**src/rtl/sort_loader.sv**
```systemverilog
// Frame loader for the sorter: writes up to DEPTH bytes of a frame into sort memory,
// drops any overflow, then starts the sorter and waits for it to finish.
module sort_loader #(
  parameter int unsigned DEPTH = 32,
  parameter int unsigned AW    = 5
) (
  input  logic          t_clk,
  input  logic          t_s_rst_n,
  input  logic          in_valid,
  input  logic [7:0]    in_data,
  input  logic          in_last,
  output logic          in_ready,
  output logic          mem_we,
  output logic [AW-1:0] mem_addr,
  output logic [7:0]    mem_wdata,
  output logic [7:0]    t_n,
  output logic          t_s_go,
  input  logic          sort_done,
  output logic          ovf
);

  typedef enum logic [2:0] {
    S_IDLE  = 3'd0,
    S_LOAD  = 3'd1,
    S_DRAIN = 3'd2,
    S_GO    = 3'd3,
    S_WAIT  = 3'd4
  } state_t;

  state_t          r_state;
  state_t          w_state_nxt;
  logic [AW-1:0]   r_wptr;
  logic            r_ready;
  logic            r_we;
  logic            r_go;
  logic            r_ovf;
  logic [AW-1:0]   r_addr;
  logic [7:0]      r_wdata;
  logic [7:0]      r_tn;

  logic            w_accept;
  logic            w_loading;
  logic            w_full;
  logic            w_done;
  logic            w_we_nxt;
  logic            w_go_nxt;
  logic            w_ready_nxt;
  logic            w_ovf_nxt;
  logic [AW-1:0]   w_wptr_nxt;
  logic [AW-1:0]   w_addr_nxt;
  logic [7:0]      w_wdata_nxt;
  logic [7:0]      w_tn_nxt;

  assign w_accept  = in_valid & r_ready;
  assign w_loading = (r_state == S_IDLE) || (r_state == S_LOAD);
  assign w_full    = (r_wptr == AW'(DEPTH - 1));
  // The start-pulse cycle may already sit in WAIT; a done seen there is stale.
  assign w_done    = sort_done & ~r_go;

  // State register
  always_ff @(posedge t_clk or negedge t_s_rst_n) begin
    if (!t_s_rst_n) r_state <= S_IDLE;
    else            r_state <= w_state_nxt;
  end

  // Next-state logic
  always_comb begin
    w_state_nxt = r_state;
    case (r_state)
      S_IDLE, S_LOAD: begin
        if (w_accept) begin
          if (in_last)     w_state_nxt = S_GO;
          else if (w_full) w_state_nxt = S_DRAIN;
          else             w_state_nxt = S_LOAD;
        end
      end
      S_DRAIN: if (w_accept && in_last) w_state_nxt = S_GO;
      S_GO:    w_state_nxt = S_WAIT;
      S_WAIT:  if (w_done) w_state_nxt = S_IDLE;
      default: w_state_nxt = S_IDLE;
    endcase
  end

  // Output / datapath next values
  always_comb begin
    w_we_nxt    = w_accept & w_loading;
    // Loaded frames pulse after the final write; drained frames right after the last drop.
    w_go_nxt    = ((r_state == S_GO) && r_we) ||
                  ((r_state == S_DRAIN) && w_accept && in_last);
    w_ready_nxt = (w_state_nxt == S_IDLE) || (w_state_nxt == S_LOAD) ||
                  (w_state_nxt == S_DRAIN);
    w_ovf_nxt   = r_ovf;
    w_wptr_nxt  = r_wptr;
    w_addr_nxt  = r_addr;
    w_wdata_nxt = r_wdata;
    w_tn_nxt    = r_tn;
    if (w_accept && (r_state == S_IDLE)) w_ovf_nxt = w_full & ~in_last;
    else if (w_accept && (r_state == S_LOAD) && w_full && !in_last) w_ovf_nxt = 1'b1;
    if (w_we_nxt) begin
      w_wptr_nxt  = r_wptr + AW'(1);
      w_addr_nxt  = r_wptr;
      w_wdata_nxt = in_data;
      if (in_last || w_full) w_tn_nxt = 8'(r_wptr) + 8'd1;
    end
    if ((r_state == S_WAIT) && w_done) w_wptr_nxt = '0;
  end

  // Registered outputs
  always_ff @(posedge t_clk or negedge t_s_rst_n) begin
    if (!t_s_rst_n) begin
      r_wptr  <= '0;
      r_ready <= 1'b0;
      r_we    <= 1'b0;
      r_go    <= 1'b0;
      r_ovf   <= 1'b0;
      r_addr  <= '0;
      r_wdata <= '0;
      r_tn    <= '0;
    end else begin
      r_wptr  <= w_wptr_nxt;
      r_ready <= w_ready_nxt;
      r_we    <= w_we_nxt;
      r_go    <= w_go_nxt;
      r_ovf   <= w_ovf_nxt;
      r_addr  <= w_addr_nxt;
      r_wdata <= w_wdata_nxt;
      r_tn    <= w_tn_nxt;
    end
  end

  assign in_ready  = r_ready;
  assign mem_we    = r_we;
  assign mem_addr  = r_addr;
  assign mem_wdata = r_wdata;
  assign t_n       = r_tn;
  assign t_s_go    = r_go;
  assign ovf       = r_ovf;

endmodule

```
**config.mk**
```make
export PLATFORM = sky130hd
export DESIGN_NAME = sort_loader
export DESIGN_NICKNAME = d
export VERILOG_FILES = /design/src/rtl/sort_loader.sv
export SDC_FILE = /design/constraint.sdc
export NUM_CORES = 1
export LEC_CHECK = 0
export ABC_AREA = 1
export BUFFER_PORTS_ARGS = -buffer_cell sky130_fd_sc_hd__buf_2
export CAP_MARGIN = 0
export CORE_ASPECT_RATIO = 0.8
export CORE_MARGIN = 2
export CORE_UTILIZATION = 45
export CTS_CLUSTER_SIZE = 40
export DETAILED_ROUTE_END_ITERATION = 8
export PLACE_DENSITY_LB_ADDON = 0.3
export SYNTH_ARGS = -nofsm -noshare
export SYNTH_HDL_FRONTEND = slang
export SYNTH_SLANG_ARGS = --single-unit
export TNS_END_PERCENT = 5
```
**constraint.sdc**
```tcl
create_clock -name t_clk -period 1.4 [get_ports t_clk]
set_clock_uncertainty 0.1 [all_clocks]
set_input_delay 0.14 -clock t_clk [delete_from_list [all_inputs] [get_ports t_clk]]
set_output_delay 0.14 -clock t_clk [all_outputs]
set_load 0.05 [all_outputs]
```
# Yosys cells after proc, flatten, opt, wreduce, memory -nomap -nowiden
# Cells that the tools add are included.
# op_classes
n_addsub,2
eq_ne,7
muxes,10
bitwise_logic,6
reduce_logical,21
# op_table
cell,count
one-hot mux 3 bit (4 select lines),1
2-to-1 mux 5 bit,2
equality test 3 x 2 -> 1 bit (second input constant),3
logical AND 1 bit,9
2-to-1 mux 3 bit,3
adder 5 x 1 -> 6 bit (second input constant),1
equality test 3 x 1 -> 1 bit (second input constant),2
logical NOT 3 bit,2
adder 5 x 1 -> 5 bit (second input constant),1
equality test 5 bit (second input constant),1
logical OR 1 bit,5
AND 1 bit,4
2-to-1 mux 2 bit,2
nonzero test 2 bit,2
equality test 3 bit (second input constant),1
2-to-1 mux 1 bit,2
inverter 1 bit,2
AND reduction 2 bit,1
OR reduction 2 bit,1
logical NOT 1 bit,1
# word_totals
reg_bits,33
in_bits,13
out_inout_bits,25

# Longest topological paths before layout
# logic_depth
depth_word,8
ltp_mapped,11

# Worst setup path before layout
# Ideal clock, no wire load.
# synth_path
path_type,reg2reg
startpoint,register r_ready (netlist: in_ready)
endpoint,register r_addr[0] (netlist: mem_addr[0])
t_arrival_ps,1346
t_required_ps,1181
slack_ps,-165
path_stages_with_launch,7
path_buffers,1
period_less_slack_ps,1565
path_cell_list,dfrtp_1 -> nand2_2 -> nor2_8 -> inv_2 -> buf_4 -> nand2_1 -> nand2_1
# synth_via
elab_chain_len,2
# synth_rtl
element,line,rtl
"start, declared",33,logic r_ready;
"start signal, assigned",121,r_ready <= w_ready_nxt;
AND 1 bit,54,assign w_accept = in_valid & r_ready;
AND 1 bit,86,w_we_nxt = w_accept & w_loading;
"end signal, assigned",125,r_addr <= w_addr_nxt;
"end, declared",37,logic [AW-1:0] r_addr;
# Every way passes these cells.
# A chain may end at the register's enable or synchronous reset.

# Worst setup path in the final report
# layout_path
startpoint,register r_wptr[0]
endpoint,register r_ready (netlist: in_ready)
# layout_via
elab_chain_len,8
# layout_rtl
element,line,rtl
"start, declared",32,logic [AW-1:0] r_wptr;
"start signal, assigned",120,r_wptr <= w_wptr_nxt;
equality test 5 bit *,56,assign w_full = (r_wptr == AW'(DEPTH - 1));
2-to-1 mux 2 bit *,73,else if (w_full) w_state_nxt = S_DRAIN;
2-to-1 mux 2 bit *,72,if (in_last) w_state_nxt = S_GO;
2-to-1 mux 3 bit *,71,if (w_accept) begin
one-hot mux 3 bit (4 select lines) *,69,case (r_state)
net w_state_nxt[0],31,state_t w_state_nxt;
equality test 3 x 1 -> 1 bit or logical NOT 3 bit (tied branches),90,w_ready_nxt = (w_state_nxt == S_IDLE) || (w_state_nxt == S_LOAD) ||
logical OR 1 bit,90,
logical OR 1 bit *,90,
net w_ready_nxt,47,logic w_ready_nxt;
# Mark *: on every way through the listed nets, which the timed path passes. The rest lies on a longest branch.

==> results.md <==
* Post-DP Area at 1610 um2
* Post-Syn Area at 1340 um2
* Num CTS Buffers at 5
* Vias in the first global route at 1147
* WP buf/inv at 1
* Initial DRC count at 55
* Mux share of post-synthesis cell area at 0
* Warnings from Yosys at 0
* Crit-path max FO at 2
* Final WS setup at -0.150 ns
* IO Pins at 38
* Most frequent cells in the layout: nand2_1, buf_2, dfrtp_1
* Vias per std cell at 4.61
* Fmax at 0.645 GHz
* Cells along the critical path: ha_2, nand2_2, nor2_4, ha_2, inv_2, nor2_2, nand2_2, nand3_2, nand2_2, a21oi_2
* Root Buffer: clkbuf_8
* Mean Syn Cell Area at 8.82 um2
* FF+latch count, synth at 31
* Port Buffers at 35
* Antenna Nets Post-Route at 0
* Pleak at 1.04 nW
* Most common cell after layout, fill and taps aside: nand2_1
* Combinational family with the most area after synthesis: simple AND/OR/NAND/NOR gates
* CP top delay family: simple AND/OR/NAND/NOR gates
* Post-Synth Adder-Cell Area at 0.0280
* Row count at 17
* Layout cells sized above 1 at 0.362
* Fin Hold WS at 0.0803 ns
* CP max stage delay at 0.37 ns
* RSZ-0062 raised after global routing: yes
* Max stage delay cell, worst path: dfrtp_1
* Synth Area in Simple Gates at 0.268
* Pwr dens at 2600 nW/um2
* Outcome: finished with violations
* RePlAce Congestion at 0.757
* GRT overflow at 0
* CP dominant cell by count: nand2_2
* Setup crit start kind: flip-flop
* Final setup vio count at 10
* Seq/Total Area, Yosys at 0.578
* WP data required at 1.50 ns
* Final-stage net count at 229
* Area grow syn2layout at 38.7%
* WL final at 3.14 mm
* Total power at 4.84 mW
* Post-route cell area at 1860 um2
* Core Area at 2810 um2
* DP Wirelength at 2.17 mm
* Crit path DAT at 1.65 ns
* Final Cycle Share at 1.11
* Final std cells w/o fill at 251
* Yosys cell types at 20
* Worst-path clk slew at 0.06 ns
* Final hold vios at 0
* Die Span Y at 52.8 um
* CTS tree: built
* CP Capture Type: flip-flop
* Failing checks: negative setup slack
* Clock period minus worst slack at 1.55 ns
* WL/cell at 12.5 um
* Placed Cells incl. Taps at 231
* Die W at 65.0 um
* Hold Crit Class: input pin to flip-flop
* Largest net degree at the start of global routing at 21
* Routed vias at 1157
* Max-cap violation count at 0
* Ant diodes at 0
* Critical path type: flip-flop to flip-flop
* Initial core utilization at 0.478
* Total GRT Usage at 0.204
* Setup TNS Final at -0.786 ns
* Worst-Skew Late Latency at 0.28 ns
* Die Area at 3440 um2
* Slew Limit Fails at 0
* Initial DRT Pass Iterations at 4
* Post-Synth XOR/XNOR Area at 0.0131
* # H-tree levels at 2
* Final core occ at 0.663
* Initial antenna violation count at 0
* Clock Path Buffers at 2
* VDD IR max at 0.00130 V
* Wire length of the first global-routing pass at 5.07 mm
* Post-Synthesis Cells at 152
* Synth Area in Compound Gates at 0.0420
* Pre-CTS setup slack at -0.162 ns
* Residual DRC at 0
* Sink Count at 31
==> flip-flops by register name (all words and copies together), names as in the netlist <==
signal / cells
in_ready: 1
mem_addr: 5
mem_wdata: 8
mem_we: 1
ovf: 1
r_state: 3
r_wptr: 5
t_n: 6
t_s_go: 1
==> routing by layer <==
layer | part of all wire | track usage | up-vias
met3 | 0.052 | 0.0538 | 8
met2 | 0.48 | 0.333 | 33
met1 | 0.44 | 0.247 | 536
li1 | - | - | 580
met5 | 0 | 0 | -
met4 | 0.024 | 0.122 | 0
==> cell type report <==
| type | count | area [um2] |
|---|---|---|
| well taps | 38 | 47.5 |
| flip-flops and latches | 31 | 777 |
| clock buffers | 6 | 82.6 |
| clock inverters | 1 | 5.00 |
| fillers | 229 | 947 |
| inverters | 14 | 55.1 |
| repair buffers | 57 | 363 |
| multi-input cells | 104 | 531 |
==> cells by family after synthesis <==
group,Yosys count
AND/OR/NAND/NOR,85
adder cells (fa/ha/maj),3
AO/OA/AOI/OAI,11
other,1
XOR/XNOR,2
flip-flops,31
buffers and inverters,19
==> worst reg2reg max path: stages, from the launching register on <==
cell	delay, ns
dfrtp_1	0.37
ha_2	0.20
nand2_2	0.06
nor2_4	0.11
ha_2	0.17
inv_2	0.03
nor2_2	0.10
nand2_2	0.07
nand3_2	0.06
nand2_2	0.07
a21oi_2	0.13
==> final timing paths <==
check / end / depth (start not counted) / startpoint / slack, ns
min reg2reg: mem_wdata[2] / 2 / mem_wdata[2] / 0.37
min in group asynchronous: t_n[0] / 2 / t_s_rst_n / 0.24
max in group asynchronous: mem_addr[1] / 3 / t_s_rst_n / 0.51
max: in_ready / 10 / r_wptr[0] / -0.15
max reg2reg: in_ready / 10 / r_wptr[0] / -0.15
min: ovf / 4 / in_last / 0.08
==> cells in the mapped netlist <==
master | count | area share
o21ai_0 | 6 | 0.022
buf_4 | 3 | 0.017
buf_6 | 1 | 0.0084
nor3b_1 | 1 | 0.0056
inv_1 | 10 | 0.028
nor2_8 | 1 | 0.015
conb_1 | 1 | 0.0028
nor2_1 | 10 | 0.028
inv_2 | 4 | 0.011
nand2_4 | 1 | 0.0084
dfrtp_1 | 31 | 0.58
o22ai_1 | 1 | 0.0047
buf_2 | 1 | 0.0037
nand2_2 | 2 | 0.0093
o21ai_1 | 3 | 0.011
nand2_1 | 64 | 0.18
a21oi_1 | 1 | 0.0037
nand3_1 | 6 | 0.022
ha_1 | 3 | 0.028
xor2_1 | 2 | 0.013
==> where the power goes <==
group	switching [mW]	internal [mW]
logic	1.91	0.744
registers	0.230	1.28
clock network	0.299	0.384
==> what timing repair did <==
action                                  4_1_cts  5_1_grt
cloned                                        1        0
gates resized for setup                       3       12
buffers inserted                              1        2
endpoints found under the setup margin       10       18
pin swaps                                     2        6
hold endpoints to repair                     26        0
hold buffers                                  9        0
Power figures use the tool's default switching activity.
